--- src/rtl/batage_pkg.sv ---
// Shared types for the branch resolve unit: the funct3 encodings, the
// predictor-update entry, and the branch outcome function.
package batage_pkg;

    typedef enum logic [2:0] {
        F3_BEQ  = 3'b000,
        F3_BNE  = 3'b001,
        F3_BLT  = 3'b100,
        F3_BGE  = 3'b101,
        F3_BLTU = 3'b110,
        F3_BGEU = 3'b111
    } br_funct3_e;

    typedef struct packed {
        logic [31:0] pc;
        logic        taken;
        logic        mispred;
    } upd_entry_t;

    // Actual direction from the comparator flags; 010/011 never branch.
    function automatic logic resolve_taken(input logic [2:0] funct3,
                                           input logic       br_eq,
                                           input logic       br_lt);
        logic t;
        t = 1'b0;
        case (br_funct3_e'(funct3))
            F3_BEQ:           t = br_eq;
            F3_BNE:           t = !br_eq;
            F3_BLT,  F3_BLTU: t = br_lt;
            F3_BGE,  F3_BGEU: t = !br_lt;
            default:          t = 1'b0;
        endcase
        return t;
    endfunction

endpackage

--- src/rtl/branch_resolve_unit_if.sv ---
// Predictor-update channel: valid/ready handshake plus the head entry fields.
interface branch_resolve_unit_if;
    logic        upd_valid;
    logic        upd_ready;
    logic [31:0] upd_pc;
    logic        upd_taken;
    logic        upd_mispred;

    modport master (
        output upd_valid,
        output upd_pc,
        output upd_taken,
        output upd_mispred,
        input  upd_ready
    );

    modport slave (
        input  upd_valid,
        input  upd_pc,
        input  upd_taken,
        input  upd_mispred,
        output upd_ready
    );
endinterface

--- src/rtl/brq_update_fifo.sv ---
// Small FIFO holding resolved-branch updates until the predictor takes them.
// When full, a push is still accepted if a pop happens in the same cycle.
module brq_update_fifo
    import batage_pkg::*;
#(
    parameter int unsigned DEPTH = 4
) (
    input  logic       clk,
    input  logic       rst,
    input  logic       in_valid,
    output logic       in_ready,
    input  upd_entry_t in_data,
    output logic       out_valid,
    input  logic       out_ready,
    output upd_entry_t out_data
);

    localparam int unsigned AW = (DEPTH > 1) ? $clog2(DEPTH) : 1;
    localparam logic [AW:0] FULL_CNT = DEPTH[AW:0];

    upd_entry_t      mem_q [DEPTH];
    logic [AW-1:0]   wr_ptr_q, wr_ptr_d;
    logic [AW-1:0]   rd_ptr_q, rd_ptr_d;
    logic [AW:0]     count_q,  count_d;
    logic            full;
    logic            push;
    logic            pop;

    // Handshake and next-state computation.
    always_comb begin
        full      = (count_q == FULL_CNT);
        out_valid = (count_q != '0);
        in_ready  = !full || out_ready;
        push      = in_valid && in_ready;
        pop       = out_valid && out_ready;
        out_data  = mem_q[rd_ptr_q];

        wr_ptr_d  = push ? wr_ptr_q + 1'b1 : wr_ptr_q;
        rd_ptr_d  = pop  ? rd_ptr_q + 1'b1 : rd_ptr_q;
        count_d   = count_q;
        case ({push, pop})
            2'b10:   count_d = count_q + 1'b1;
            2'b01:   count_d = count_q - 1'b1;
            default: count_d = count_q;
        endcase
    end

    // Pointer and occupancy registers.
    always_ff @(posedge clk) begin
        if (rst) begin
            wr_ptr_q <= '0;
            rd_ptr_q <= '0;
            count_q  <= '0;
        end else begin
            wr_ptr_q <= wr_ptr_d;
            rd_ptr_q <= rd_ptr_d;
            count_q  <= count_d;
        end
    end

    // Entry storage; contents are don't-care while the slot is empty.
    always_ff @(posedge clk) begin
        if (push) begin
            mem_q[wr_ptr_q] <= in_data;
        end
    end

endmodule

--- src/rtl/branch_resolve_unit.sv ---
// Resolves EX-stage conditional branches: computes the actual direction,
// issues a one-cycle fetch redirect on mispredict, queues predictor updates
// and counts resolved / mispredicted branches.
module branch_resolve_unit
    import batage_pkg::*;
#(
    parameter int unsigned UPD_DEPTH = 4
) (
    input  logic                  clk,
    input  logic                  rst,
    input  logic                  ex_valid,
    input  logic                  ex_is_branch,
    input  logic [2:0]            ex_funct3,
    input  logic                  ex_BrEq,
    input  logic                  ex_BrLT,
    input  logic                  ex_pred_taken,
    input  logic [31:0]           ex_pc,
    input  logic [31:0]           ex_target,
    output logic                  br_un,
    output logic                  stall,
    output logic                  redirect_valid,
    output logic [31:0]           redirect_pc,
    branch_resolve_unit_if.master upd,
    output logic [31:0]           branch_cnt,
    output logic [31:0]           mispred_cnt
);

    logic        ex_branch;
    logic        taken;
    logic        mispred;
    logic        accept;
    logic        fifo_in_ready;
    logic        fifo_out_valid;
    upd_entry_t  fifo_in_data;
    upd_entry_t  fifo_out_data;

    logic        redirect_valid_q, redirect_valid_d;
    logic [31:0] redirect_pc_q,    redirect_pc_d;
    logic [31:0] branch_cnt_q,     branch_cnt_d;
    logic [31:0] mispred_cnt_q,    mispred_cnt_d;

    // Outcome, acceptance and next-state values for this EX cycle.
    always_comb begin
        br_un            = ex_funct3[1];
        ex_branch        = ex_valid && ex_is_branch;
        taken            = resolve_taken(ex_funct3, ex_BrEq, ex_BrLT);
        mispred          = taken ^ ex_pred_taken;
        stall            = ex_branch && !fifo_in_ready;
        accept           = ex_branch && fifo_in_ready && !rst;
        fifo_in_data     = '{pc: ex_pc, taken: taken, mispred: mispred};

        redirect_valid_d = accept && mispred;
        redirect_pc_d    = taken ? ex_target : ex_pc + 32'd4;
        branch_cnt_d     = branch_cnt_q + 32'd1;
        mispred_cnt_d    = mispred_cnt_q + 32'd1;
    end

    // Redirect pulse lasts exactly one cycle; its PC holds until the next one.
    always_ff @(posedge clk) begin
        if (rst) begin
            redirect_valid_q <= 1'b0;
            redirect_pc_q    <= '0;
        end else begin
            redirect_valid_q <= redirect_valid_d;
            if (redirect_valid_d) begin
                redirect_pc_q <= redirect_pc_d;
            end
        end
    end

    // Wrapping event counters, advanced only on accepted branches.
    always_ff @(posedge clk) begin
        if (rst) begin
            branch_cnt_q  <= '0;
            mispred_cnt_q <= '0;
        end else begin
            if (accept) begin
                branch_cnt_q <= branch_cnt_d;
            end
            if (accept && mispred) begin
                mispred_cnt_q <= mispred_cnt_d;
            end
        end
    end

    brq_update_fifo #(
        .DEPTH (UPD_DEPTH)
    ) u_fifo (
        .clk       (clk),
        .rst       (rst),
        .in_valid  (accept),
        .in_ready  (fifo_in_ready),
        .in_data   (fifo_in_data),
        .out_valid (fifo_out_valid),
        .out_ready (upd.upd_ready),
        .out_data  (fifo_out_data)
    );

    assign upd.upd_valid   = fifo_out_valid;
    assign upd.upd_pc      = fifo_out_data.pc;
    assign upd.upd_taken   = fifo_out_data.taken;
    assign upd.upd_mispred = fifo_out_data.mispred;

    assign redirect_valid  = redirect_valid_q;
    assign redirect_pc     = redirect_pc_q;
    assign branch_cnt      = branch_cnt_q;
    assign mispred_cnt     = mispred_cnt_q;

endmodule

--- src/flat_wrapper.sv ---
// flat-port wrapper written by rule: the top's interface ports become plain ports
module branch_resolve_unit_flat import batage_pkg::*;
#(
    parameter int unsigned UPD_DEPTH = 4
)
  (clk, rst, ex_valid, ex_is_branch, ex_funct3, ex_BrEq, ex_BrLT, ex_pred_taken, ex_pc, ex_target, br_un, stall, redirect_valid, redirect_pc, branch_cnt, mispred_cnt, upd_upd_valid, upd_upd_pc, upd_upd_taken, upd_upd_mispred, upd_upd_ready);
  branch_resolve_unit_if upd_i ();
  input  logic clk;
  input  logic rst;
  input  logic ex_valid;
  input  logic ex_is_branch;
  input  logic [2:0] ex_funct3;
  input  logic ex_BrEq;
  input  logic ex_BrLT;
  input  logic ex_pred_taken;
  input  logic [31:0] ex_pc;
  input  logic [31:0] ex_target;
  output logic br_un;
  output logic stall;
  output logic redirect_valid;
  output logic [31:0] redirect_pc;
  output logic [31:0] branch_cnt;
  output logic [31:0] mispred_cnt;
  output wire logic [$bits(upd_i.upd_valid)-1:0] upd_upd_valid;
  output wire logic [$bits(upd_i.upd_pc)-1:0] upd_upd_pc;
  output wire logic [$bits(upd_i.upd_taken)-1:0] upd_upd_taken;
  output wire logic [$bits(upd_i.upd_mispred)-1:0] upd_upd_mispred;
  input wire logic [$bits(upd_i.upd_ready)-1:0] upd_upd_ready;
  assign upd_upd_valid = upd_i.upd_valid;
  assign upd_upd_pc = upd_i.upd_pc;
  assign upd_upd_taken = upd_i.upd_taken;
  assign upd_upd_mispred = upd_i.upd_mispred;
  assign upd_i.upd_ready = upd_upd_ready;
  branch_resolve_unit #(.UPD_DEPTH(UPD_DEPTH)) u_core (.clk(clk), .rst(rst), .ex_valid(ex_valid), .ex_is_branch(ex_is_branch), .ex_funct3(ex_funct3), .ex_BrEq(ex_BrEq), .ex_BrLT(ex_BrLT), .ex_pred_taken(ex_pred_taken), .ex_pc(ex_pc), .ex_target(ex_target), .br_un(br_un), .stall(stall), .redirect_valid(redirect_valid), .redirect_pc(redirect_pc), .upd(upd_i), .branch_cnt(branch_cnt), .mispred_cnt(mispred_cnt));
endmodule
--- config.mk ---
export PLATFORM = sky130hd
export DESIGN_NAME = branch_resolve_unit_flat
export DESIGN_NICKNAME = d
export VERILOG_FILES = /design/src/rtl/batage_pkg.sv /design/src/rtl/branch_resolve_unit_if.sv /design/src/rtl/brq_update_fifo.sv /design/src/rtl/branch_resolve_unit.sv /design/src/flat_wrapper.sv
export SDC_FILE = /design/constraint.sdc
export NUM_CORES = 1
export LEC_CHECK = 0
export CORE_UTILIZATION = 29
export CTS_BUF_LIST = sky130_fd_sc_hd__clkbuf_8
export CTS_CLUSTER_DIAMETER = 50
export DETAILED_ROUTE_END_ITERATION = 8
export MAX_ROUTING_LAYER = met4
export PLACE_DENSITY = 0.63
export SYNTH_ARGS = -nofsm -noshare
export SYNTH_HDL_FRONTEND = slang
export SYNTH_SLANG_ARGS = --single-unit
--- constraint.sdc ---
create_clock -name clk -period 2.5 [get_ports clk]
set_input_delay 0.625 -clock clk [delete_from_list [all_inputs] [get_ports clk]]
set_output_delay 0.625 -clock clk [all_outputs]
set_load 0.03 [all_outputs]
==> metrics.md <==
| Metric | Value |
|---|---|
| Lkg Pwr | 5.332 nW |
| Post-DRT Antenna Nets | 0 |
| Die Ht | 193.6 µm |
| Clock buffer depth | 3 |
| Vias | 8460 |
| Nets@finish | 1293 |
| Post-Syn Area per Cell | 12.28 µm² |
| Initial DRC count | 448 |
| Cts hold-fix bufs | 0 |
| Post-synth ARST share | 0% |
| Worst-margin pin slew | 748.0 ps |
| Mapped Area | 10650 µm² |
| Min Clock Period, post-route | 2582 ps |
| Final hold vios | 0 |
| Detailed Place HPWL | 22.19 mm |
| CORE AREA | 35830 µm² |
| Detailed Routing Iterations Pass 1 | 5 |
| Largest net degree at the start of global routing | 67 |
| Initial antenna violation count | 1 |
| F_max | 387.3 MHz |
| Failing checks | negative setup slack |
| Max-cap violation count | 0 |
| Reg clk slew, reported paths | 60 ps |
| Synth Flop Type | edfxtp_1 |
| DRT Wirelength | 31.82 mm |
| Storage cell area | 6211 µm² |
| Slew HR | 50.13% |
| Layout Skew | 22.32 ps |
| Port buffer count | 208 |
| CP Data Required Time | 1880 ps |
| # setup viols final | 16 |
| Critical Path End Type | output pin |
| Post-Route Utilization | 42.82% |
| Slew Limit Fails | 0 |
| Critical path launch point type | flop |
| Power per cell area | 681.9 nW/µm² |
| Total grt overflow | 0 |
| RSZ-0062 raised after global routing | yes |
| Drt drc | 0 |
| Post-Layout Cell Count | 1703 |
| Outcome | finished with violations |
| First-pass GRT wire length | 49.09 mm |
| Layout cells sized above 1 | 23.77% |
| Starting Density | 29.72% |
| Min-Delay Path Class | reg2reg |
| Worst setup margin | -81.75 ps |
| Commonest non-fill, non-tap cell in the layout | clkdlybuf4s50_1 |
| CTS tree | yes |
| Final period utilization | 103.3% |
| I/O pins | 209 |
| Finished Cell Area | 15340 µm² |
| GPL Wtd Cong | 0.8035 |
| Root Buffer Master | clkbuf_8 |
| EDFF count, synth | 136 |
| Total Power | 0.01046 W |
| Max VDD drop | 0.3880 mV |
| CP Max Fanout | 5 |
| Most frequent cells in the layout | clkdlybuf4s50_1, edfxtp_1, buf_4 |
| Total die area | 37480 µm² |
| CTS sink cnt | 242 |
| Via-to-Cell Ratio | 4.968 |
| CTS Buf Count | 46 |
| Cell Rows | 69 |
| Sequential area share after synthesis | 58.29% |
| Placed cell area | 14170 µm² |
| Inst Count DP | 1614 |
| Area contributors post-synth | edfxtp_1, dfxtp_1, mux4_2 |
| Synth unique cells | 63 |
| Warnings from Yosys | 0 |
| Synth top area share | 38.36% |
| Mapped Cells | 867 |
| Synth Net Count | 951 |
| WHS | 461.4 ps |
| Total global-route track usage | 17.36% |
| Latest clock arrival within the worst-skew pair | 570 ps |
| Register bit total from synthesis | 242 |
| Post-synth top area cell | edfxtp_1 |
| CP arrival | 1960 ps |
| DR WL/cell | 18.68 µm |
| Chip Width | 193.6 µm |
| Area of the multi-input gates | 4151 µm² |
| Fillers | 3351 |
| Syn-to-layout area delta | 44.09% |
| Crit Path Category | reg2out |
| Vias in the first global route | 8468 |
| CTS H-tree depth | 2 |
[cell usage after synthesis, types with 23 or more instances]
cell and count:
edfxtp_1 136, dfxtp_1 106, nor2_1 65, nand2_1 55
a21oi_1 42, nand3_1 42, mux4_2 34, xor2_1 32
xnor2_1 29, nand4_1 25, clkbuf_1 24, inv_1 24
o21ai_0 23
[metal layers]
layer  vias to the layer above  track usage, %  part of all wire (%)
met5                         -               -                     0
met3                        52           3.365                   6.5
li1                       3997               -                     -
met4                         0           5.185                   2.0
met2                       279           26.69                    46
met1                      4132           23.12                    46
[cell type report]
class / instances / area share, %
Timing Repair Buffer: 337 / 21.93
Inverter: 27 / 0.6606
Sequential cell: 242 / 40.49
Clock inverter: 28 / 1.419
Tap cell: 461 / 3.760
Multi-Input combinational cell: 555 / 27.06
Clock buffer: 52 / 4.665
Antenna cell: 1 / 0.01631
[report_power, final]
part | switching, W | internal [W] | total (W) | leakage [nW]
Clock | 0.00171 | 0.00222 | 0.00392 | 0.530
Sequential | 0.0000776 | 0.00430 | 0.00438 | 2.09
Combinational | 0.00107 | 0.00109 | 0.00216 | 2.72
[flip-flops by register name, summed over array words and instances, names as in the netlist, named ones only]
| name | flops |
|---|---|
| u_core.u_fifo.mem_q | 136 |
| u_core.branch_cnt | 32 |
| u_core.mispred_cnt | 32 |
| u_core.redirect_pc | 32 |
| u_core.u_fifo.count_q | 3 |
| u_core.u_fifo.rd_ptr_q | 2 |
| u_core.u_fifo.wr_ptr_q | 2 |
| u_core.redirect_valid | 1 |
[final timing paths]
| path | cells after the start | slack [ps] | to | from |
|---|---|---|---|---|
| worst max-delay path | 4 | -80 | upd_upd_pc[29] | flop |
| worst max register to register | 7 | 390 | u_core.mispred_cnt[31] | u_core.u_fifo.count_q[0] |
| worst min register to register | 2 | 460 | u_core.redirect_pc[4] | u_core.redirect_pc[4] |
| worst min-delay path | 2 | 460 | u_core.redirect_pc[4] | u_core.redirect_pc[4] |
[per-stage QoR]
step           TNS [ps]  worst slack [ps]
2_1_floorplan         0             108.3
3_3_place_gp     -33110            -295.4
3_5_place_dp     -39630            -347.9
4_1_cts           -1983            -128.1
5_1_grt           -2160            -139.6
6_report         -602.7            -81.75
[worst max-delay path, stage by stage, from the launching register on]
cell and delay, ps:
dfxtp_4 410, buf_12 140, buf_16 130, mux4_2 540
buf_6 160
[cell families (layout without fill, tap and decap cells)]
family | Yosys count | count (layout) | share of synthesized area (%)
and+or+nand+nor | 297 | 297 | 15.45
DFF | 242 | 242 | 58.29
AOI/OAI and AO/OA | 145 | 145 | 8.955
buffers and inverters | 70 | 444 | 2.868
xor gates and xnor gates | 61 | 61 | 5.018
muxes | 43 | 43 | 8.285
adders and majority gates | 9 | 9 | 1.128
other | 0 | 1 | 0
[timing repair]
| item | 4_1_cts | 5_1_grt |
|---|---|---|
| gates resized for setup | 189 | 2 |
| buffers inserted | 6 | 0 |
| gates cloned | 3 | 0 |
| endpoints found under the setup margin | 33 | 35 |
| pin swaps | 1 | 0 |
(Power assumes the default switching activity.)
